**config.mk**
```make
export PLATFORM = sky130hd
export DESIGN_NAME = stream_frame_sequencer
export DESIGN_NICKNAME = d
export VERILOG_FILES = /design/src/rtl/seq_pkg.sv /design/src/rtl/stream_frame_sequencer.sv
export SDC_FILE = /design/constraint.sdc
export NUM_CORES = 1
export LEC_CHECK = 0
export ABC_CLOCK_PERIOD_IN_PS = 5150
export BUFFER_PORTS_ARGS = -buffer_cell sky130_fd_sc_hd__buf_4
export CAP_MARGIN = 40
export CORE_ASPECT_RATIO = 0.9
export CORE_MARGIN = 2
export CORE_UTILIZATION = 59
export DETAILED_ROUTE_END_ITERATION = 10
export MAX_ROUTING_LAYER = met4
export PLACE_DENSITY = 0.87
export SYNTH_ARGS = -nofsm -noshare
export SYNTH_HDL_FRONTEND = slang
export SYNTH_SLANG_ARGS = --single-unit
```
**constraint.sdc**
```tcl
create_clock -name clk -period 5.15 [get_ports clk]
set_input_delay 0.7725 -clock clk [delete_from_list [all_inputs] [get_ports clk]]
set_output_delay 0.7725 -clock clk [all_outputs]
set_load 0.02 [all_outputs]
```
**src/rtl/seq_pkg.sv**
```systemverilog
// Shared types and constants for the stream frame sequencer.
package seq_pkg;

    // Width of the completed-frame counter.
    localparam int FRAME_CNT_W = 16;

    // Sequencer states: idle, issuing pixels, line blanking, frame blanking.
    typedef enum logic [1:0] {
        IDLE   = 2'd0,
        ACTIVE = 2'd1,
        HBLANK = 2'd2,
        VBLANK = 2'd3
    } seq_state_t;

endpackage

```
**src/rtl/stream_frame_sequencer.sv**
```systemverilog
// Raster frame sequencer: issues one pixel read per accepted cycle across
// IMG_WIDTH x IMG_HEIGHT, inserting line and frame blanking, with
// single-shot or continuous operation and a graceful stop request.
module stream_frame_sequencer
    import seq_pkg::*;
#(
    parameter int IMG_WIDTH  = 2560,
    parameter int IMG_HEIGHT = 1440,
    parameter int H_BLANK    = 20,
    parameter int V_BLANK    = 4,
    parameter int CNT_W      = 12
) (
    input  logic                   clk,
    input  logic                   rst,
    input  logic                   start,
    input  logic                   stop,
    input  logic                   continuous,
    input  logic                   src_ready,
    output logic                   read_en,
    output logic                   sof,
    output logic                   eol,
    output logic                   eof,
    output logic                   busy,
    output logic                   frame_done,
    output logic [CNT_W-1:0]       x_cnt,
    output logic [CNT_W-1:0]       y_cnt,
    output logic [FRAME_CNT_W-1:0] frame_cnt
);

    localparam logic [CNT_W-1:0] X_LAST  = CNT_W'(IMG_WIDTH - 1);
    localparam logic [CNT_W-1:0] Y_LAST  = CNT_W'(IMG_HEIGHT - 1);
    localparam logic [CNT_W-1:0] HB_LAST = CNT_W'(H_BLANK - 1);
    localparam logic [CNT_W-1:0] VB_LAST = CNT_W'(V_BLANK - 1);
    // Blanking count one cycle before the last VBLANK cycle; only used when V_BLANK > 1.
    localparam logic [CNT_W-1:0] VB_PRE  = CNT_W'(V_BLANK - 2);

    seq_state_t state;
    logic       stop_pending;

    // Pixel strobes decoded from state and counters; read_en follows src_ready with no delay.
    always_comb begin
        read_en = (state == ACTIVE) && src_ready;
        sof     = read_en && (x_cnt == '0) && (y_cnt == '0);
        eol     = read_en && (x_cnt == X_LAST);
        eof     = eol && (y_cnt == Y_LAST);
        busy    = (state != IDLE);
    end

    // Sequencer FSM with counters, stop latch and registered frame_done pulse.
    always_ff @(posedge clk) begin
        if (rst) begin
            state        <= IDLE;
            x_cnt        <= '0;
            y_cnt        <= '0;
            frame_cnt    <= '0;
            stop_pending <= 1'b0;
            frame_done   <= 1'b0;
        end else begin
            frame_done <= 1'b0;
            if (stop) begin
                stop_pending <= 1'b1;
            end

            case (state)
                IDLE: begin
                    if (start) begin
                        state <= ACTIVE;
                        x_cnt <= '0;
                        y_cnt <= '0;
                    end
                end

                ACTIVE: begin
                    if (src_ready) begin
                        if (x_cnt == X_LAST) begin
                            x_cnt <= '0;
                            if (y_cnt == Y_LAST) begin
                                y_cnt <= '0;
                                state <= VBLANK;
                                // A one-cycle VBLANK is itself the last blanking cycle.
                                if (V_BLANK == 1) begin
                                    frame_done <= 1'b1;
                                end
                            end else begin
                                state <= HBLANK;
                            end
                        end else begin
                            x_cnt <= x_cnt + CNT_W'(1);
                        end
                    end
                end

                HBLANK: begin
                    if (x_cnt == HB_LAST) begin
                        x_cnt <= '0;
                        y_cnt <= y_cnt + CNT_W'(1);
                        state <= ACTIVE;
                    end else begin
                        x_cnt <= x_cnt + CNT_W'(1);
                    end
                end

                VBLANK: begin
                    if (x_cnt == VB_LAST) begin
                        x_cnt     <= '0;
                        frame_cnt <= frame_cnt + FRAME_CNT_W'(1);
                        if (continuous && !stop_pending && !stop) begin
                            state <= ACTIVE;
                        end else begin
                            state        <= IDLE;
                            stop_pending <= 1'b0;
                        end
                    end else begin
                        x_cnt <= x_cnt + CNT_W'(1);
                        // Raise frame_done so it is visible during the last blanking cycle.
                        if ((V_BLANK > 1) && (x_cnt == VB_PRE)) begin
                            frame_done <= 1'b1;
                        end
                    end
                end

                default: begin
                    state <= IDLE;
                end
            endcase
        end
    end

endmodule
```
==> results of run 1 <==
-- kinds of logic (layout without fill, tap and decap cells) --
logic type               after synthesis  count (layout)  synth area share, %
multiplexers                           1               1               0.4513
XOR/XNOR                              22              22                7.723
buffers and inverters                 27              68                4.965
adder cells (fa/ha/maj)                6               6                3.009
flip-flops                            44              44                35.31
AND/OR/NAND/NOR                      164             164                36.31
AO/OA/AOI/OAI                         49              49                12.24
-- routing by layer --
layer  vias to the layer above  global-route usage [%]
met3                        19                   4.601
met5                         -                       -
met1                      1135                   39.34
met4                         0                   13.19
met2                       123                   39.89
li1                       1213                       -
-- state kept, by name, summed over array words and instances (netlist names) --
name and cells:
frame_done 1, x_cnt 12, stop_pending 1, y_cnt 12, state 2, frame_cnt 16
-- power by group through the flow --
stage                     logic, uW  registers, uW  clock network [uW]
after detailed placement       44.6            354                   0
after CTS                      45.0            346                 229
after global placement         43.9            354                   0
final                          45.4            346                 224
after global routing           48.8            346                 242
after floorplan                30.4            353                   0
-- worst max-delay path, delay by kind of cell (launching register included) --
kind          cells  cell delay (ps)
fa+ha+maj         1              390
buf+inv           1              210
flops             1              460
simple gates      4             1000
-- cell type report --
class                      instances  area [sq um]
inverter                           9         33.78
timing repair buffer              51         382.9
tap                               48         60.06
multi-input combinational        242          1490
sequential                        44         880.8
clock buffer                       6         82.58
fill                             342          1134
clock inverter                     2         10.01
-- final timing paths --
kind	from	end	slack [ps]	depth (start not counted)
hold / removal	frame_cnt[1]	frame_cnt[1]	500	2
hold reg to reg	frame_cnt[1]	frame_cnt[1]	500	2
setup reg to reg	x_cnt[1]	y_cnt[8]	2490	6
setup / recovery	x_cnt[1]	eof	2000	6
-- cells in the final DEF, fill, tap and decap left out, drive strengths merged, types with 3 or more instances in the layout --
cell / n
a21oi: 10
a31oi: 3
and3: 7
buf: 51
clkbuf: 6
dfxtp: 44
ha: 6
inv: 9
nand2: 27
nand2b: 3
nand3: 14
nand3b: 3
nand4: 14
nor2: 37
nor2b: 7
nor3: 14
nor4: 15
o21ai: 17
o22ai: 3
o31ai: 6
or3: 6
or3b: 3
or4: 4
xnor2: 11
xor2: 11
-- per-stage QoR --
| stage | std cells | util [%] | worst slack [ps] | area (sq um) | hold WS (ps) |
|---|---|---|---|---|---|
| 2_1_floorplan | 313 | - | 2188 | 2495 | 471.2 |
| 6_report | 402 | 72.17 | 1999 | 2940 | 501.3 |
| 3_5_place_dp | 394 | 69.90 | 2419 | 2848 | 489.4 |
| 3_3_place_gp | 394 | 69.90 | 2477 | 2848 | 481.0 |
| 4_1_cts | 402 | 72.17 | 2070 | 2940 | 500.8 |
| 5_1_grt | 402 | 72.17 | 1840 | 2940 | 529.4 |
==> results by group, run 1 <==
Run status
  – Status: finished, final reports clean

STA
  – Clk_skew: 8.613 ps
  – Fin crit period: 3151 ps
  – Max Freq: 0.3173 GHz
  – Setup violators final: 0
  – Tcrit/Tclk final: 61.19%
  – Setup TNS: 0 ps
  – Worst-Margin Slew: 887.1 ps
  – Max-slew headroom: 40.86%
  – Final hold vios: 0
  – Pins over their slew limit: 0
  – RSZ-0062 raised after global routing: false

Clock tree
  – CTS resizes: 0
  – Postcts setup bufs: 0
  – Hold-fix buffers, CTS: 0
  – Clock Pin Slew Worst Setup and Hold Paths: 80 ps
  – CTS Buf Count: 5
  – Clk_lat worst skew: 310 ps
  – CTS tree: built
  – Max clock buf depth: 2
  – TritonCTS Sinks: 44
  – Htree depth: 2
  – Clock root cell: clkbuf_8

Synthesis
  – Distinct cells, synth: 46
  – Synth warn: 0
  – Post-Syn Area per Cell: 7.971 sq um
  – Commonest cells in the netlist: 44 x dfxtp_1, 37 x nor2_1, 27 x nand2_1
  – Fraction of post-synthesis cell area in the top cell type by area: 35.31%
  – Ys async rst share: 0%
  – Seq/Total Area, Yosys: 35.31%
  – Cell with the most instances after synthesis: dfxtp_1
  – Largest area contributor in the netlist: dfxtp_1
  – Mapped Nets: 325
  – Yosys reg bits: 44
  – Post-Syn Instances: 313
  – Synth Flop Type: dfxtp_1
  – Number of synthesized flops with an enable pin: 0
  – Synth Cell Area: 2495 sq um
  – Top cells by area, synth: dfxtp_1 35%, nor2_1 5.6%, nand2_1 4.1%, xnor2_1 3.9%, xor2_1 3.9%

Routing
  – Wire length per cell: 15.32 microns
  – Met2 wire length: 2768 microns
  – Pre-Repair DR Iteration Count: 7
  – Routed Antenna Nets: 0
  – Vias per cell: 6.194
  – Drt total wl: 6158 microns
  – Via Count: 2490
  – Met1 WL: 2797 microns
  – DR top layer: met4
  – Initial drt markers: 358
  – DRC violations left: 0
  – Met3 WL: 437 microns

Die
  – Rows: 22
  – Ports: 52
  – Die height: 65.69 microns
  – Full die area: 4765 sq um
  – Die W: 72.55 microns
  – Core Footprint: 4074 sq um
  – Starting density of the core: 61.24%

Setup path
  – Crit path arrival time: 2380 ps
  – Slowest cell on crit path: dfxtp_1
  – Critical path cell sequence: ha_1 -> nand4_1 -> nor2_1 -> nand3_1 -> nor4_1 -> buf_4
  – Slowest Stage Delay on Critical Path: 460 ps
  – Critical path class: register to output pin
  – Critical Path Sink Type: output pin
  – Crit path launch type: register
  – CP max FO: 10
  – WP data required: 4380 ps

Pwr
  – Pwr Density: 209.3 nW/um^2
  – Net load switching power: 150.0 uW
  – Maximum VDD drop: 0.2125 mV
  – LEAKAGE: 0.001102 uW
  – Sw Ratio: 24.37%
  – Clock share of power: 36.4%
  – Total power: 615.5 uW
  – Power Internal: 465.5 uW
  – Seq pwr share: 56.2%
  – Logic pwr share: 7.4%

Final layout
  – Antenna cells: 0
  – Layout cells sized above 1: 20.62%
  – Area Overhead vs Synth: 17.85%
  – Fin nets: 365

Global route
  – Largest net degree at the start of global routing: 41
  – GRT overflow: 0
  – Overall Global Routing Usage: 28.25%
  – First-pass GRT wire length: 10320 microns
  – Vias in the first global route: 2155
  – Initial antenna violation count: 0

Hold path
  – Worst min-delay path class: register to register

Place
  – Port bufs: 51
  – GPL Wtd Cong: 1.024
  – DP Wirelength: 4389 microns

Job
  – Max_cap viols: 0
(Power assumes the default switching activity.)
==> inputs of run 2 (changes only) <==
ABC_CLOCK_PERIOD_IN_PS = 3250   (was 5150)
CORE_UTILIZATION = 55   (was 59)
PLACE_DENSITY = 0.82   (was 0.87)
clock period = 3.25 ns   (was 5.15 ns; I/O delays follow)
==> run 2 against run 1 <==
Compared with the run above: cell count grew 4.2%; design area grew 1.1%; clock-buffer cell count is the same; global-route usage shrank 1.5 points; clock power grew 45%; core utilization shrank 4.7 points; non-clock buffer count grew 4; power grew 54%; via count shrank 2.2%; worst hold slack lost 18 ps; combinational power grew 62%; critical path type unchanged; largest cell class unchanged; largest power group unchanged.
==> results by group, run 2 (synthesis results as in run 1) <==
Routing
  – Vias per cell: 5.811
  – Drt total wl: 6245 microns
  – Via Count: 2435
  – DRC violations left: 0
  – Wire length per cell: 14.90 microns
  – Pre-Repair DR Iteration Count: 4
  – Routed Antenna Nets: 0
  – Initial drt markers: 155

Setup path
  – Slowest cell on crit path: dfxtp_1
  – Crit path arrival time: 2330 ps
  – Worst setup path start: x_cnt[1]
  – Critical path class: register to output pin
  – Buf/Inv on CP: 1
  – CP max FO: 10
  – Slowest Stage Delay on Critical Path: 460 ps
  – Family with the most delay on the worst path: simple AND/OR/NAND/NOR gates
  – Worst R2R End: y_cnt[4]
  – Crit path launch type: register
  – Reg2reg start: x_cnt[1]
  – R2R depth: 6
  – Worst reg2reg setup slack: 630 ps
  – Critical path cell sequence: ha_1 -> nand4_1 -> nor2_1 -> nand3_1 -> nor4_1 -> buf_4
  – Critical Path Sink Type: output pin
  – WP data required: 2760 ps

STA
  – Setup violators final: 0
  – Worst setup margin: 437.2 ps
  – Final hold vios: 0
  – Fin crit period: 2813 ps
  – Setup TNS: 0 ps
  – Max-slew headroom: 40.86%
  – RSZ-0062 raised after global routing: false
  – Worst-Margin Slew: 887.1 ps
  – Pins over their slew limit: 0
  – Clk_skew: 5.336 ps
  – Max Freq: 0.3555 GHz
  – Tcrit/Tclk final: 86.55%

Final layout
  – Fin nets: 369
  – Area Overhead vs Synth: 19.16%
  – Largest regs: frame_cnt: 16 flops, x_cnt: 12 flops, y_cnt: 12 flops
  – Max FFs per register: 16
  – Commonest non-fill, non-tap cell in the layout: buf_4
  – Finished Layout Cells: 419
  – Largest reg by FF count: frame_cnt
  – # fillers: 395
  – Layout cells sized above 1: 21.01%
  – Antenna cells: 0
  – Most frequent cells in the layout: 55 x buf_4, 44 x dfxtp_1, 37 x nor2_1

Global route
  – First-pass GRT wire length: 10310 microns
  – Initial antenna violation count: 0
  – Vias in the first global route: 2218
  – GRT overflow: 0
  – Overall Global Routing Usage: 26.77%
  – Largest net degree at the start of global routing: 41

Die
  – Rows: 23
  – Die height: 67.90 microns
  – Die W: 75.00 microns
  – Core Footprint: 4403 sq um
  – Ports: 52
  – Full die area: 5092 sq um
  – Starting density of the core: 56.66%

Clock tree
  – CTS resizes: 0
  – Clock Pin Slew Worst Setup and Hold Paths: 80 ps
  – CTS Buf Count: 5
  – Htree depth: 2
  – Max clock buf depth: 2
  – Clk_lat worst skew: 290 ps
  – Hold-fix buffers, CTS: 0
  – TritonCTS Sinks: 44
  – Clock root cell: clkbuf_8
  – Postcts setup bufs: 0
  – CTS tree: built

Place
  – DP Worst Slack: 686.4 ps
  – GPL Wtd Cong: 0.9563
  – Placed cells: 412
  – DP Wirelength: 4366 microns
  – Port bufs: 51

Hold path
  – Worst min-delay path class: primary input to register
  – Worst hold start: stop
  – Hold Path Cell Cnt: 3
  – Hold EP: stop_pending

Pwr
  – Pwr Density: 318.7 nW/um^2
  – LEAKAGE: 0.001113 uW
  – Maximum VDD drop: 0.3826 mV

Job
  – Max_cap viols: 0

Run status
  – Status: finished, final reports clean
run 2: cell types whose count changed in the layout (fill, tap and decap cells not counted), sizes merged:
| cell | change |
|---|---|
| buf | +4 |
| clkinv | -1 |
run 2: routing by layer:
| metal | global-route usage (%) | vias up | part of all wire (%) |
|---|---|---|---|
| met2 | 39.04 | 97 | 45 |
| met3 | 7.069 | 9 | 7.6 |
| li1 | - | 1208 | - |
| met4 | 7.366 | 0 | 1.3 |
| met1 | 36.67 | 1121 | 46 |
| met5 | - | - | 0 |
run 2: area by class of cell:
cell class | count | area [sq um] | area share (%)
Sequential cell | 44 | 880.8 | 29.63
Timing Repair Buffer | 55 | 412.9 | 13.89
Multi-Input combinational cell | 242 | 1490 | 50.13
Clock buffer | 6 | 72.57 | 2.441
Tap cell | 62 | 77.57 | 2.609
Inverter | 9 | 33.78 | 1.136
Clock inverter | 1 | 5.005 | 0.1684
run 2: metrics by stage:
stage / hold WS, ps / cell area (sq um) / utilization [%] / total power, uW
final: 482.9 / 2973 / 67.52 / 947.6
after global routing: 506.4 / 2973 / 67.52 / 988.3
after global placement: 477.0 / 2895 / 65.76 / 633.3
after detailed placement: 500.8 / 2895 / 65.76 / 634.2
after floorplan: 471.2 / 2495 / - / 607.7
after CTS: 478.2 / 2973 / 67.52 / 957.2
run 2: how the worst max path moves through the flow:
stage	to	slack, ps	cells after the start
after global routing	eof	170	6
after global placement	y_cnt[6]	820	6
after floorplan	eof	570	6
final	eof	440	6
after CTS	eof	430	6
after detailed placement	y_cnt[6]	690	6
run 2: worst register-to-register path: cells and delay by family (launching register included):
family	cells	cell delay [ps]
compound gates	3	820
simple gates	2	810
flops	1	460
fa+ha+maj	1	410
run 2: power by group:
group          internal [uW]  switching [uW]  total [uW]
clock                    146             179         325
combinational           27.2            46.3        73.4
sequential               542            6.53         549
total                    716             232         948
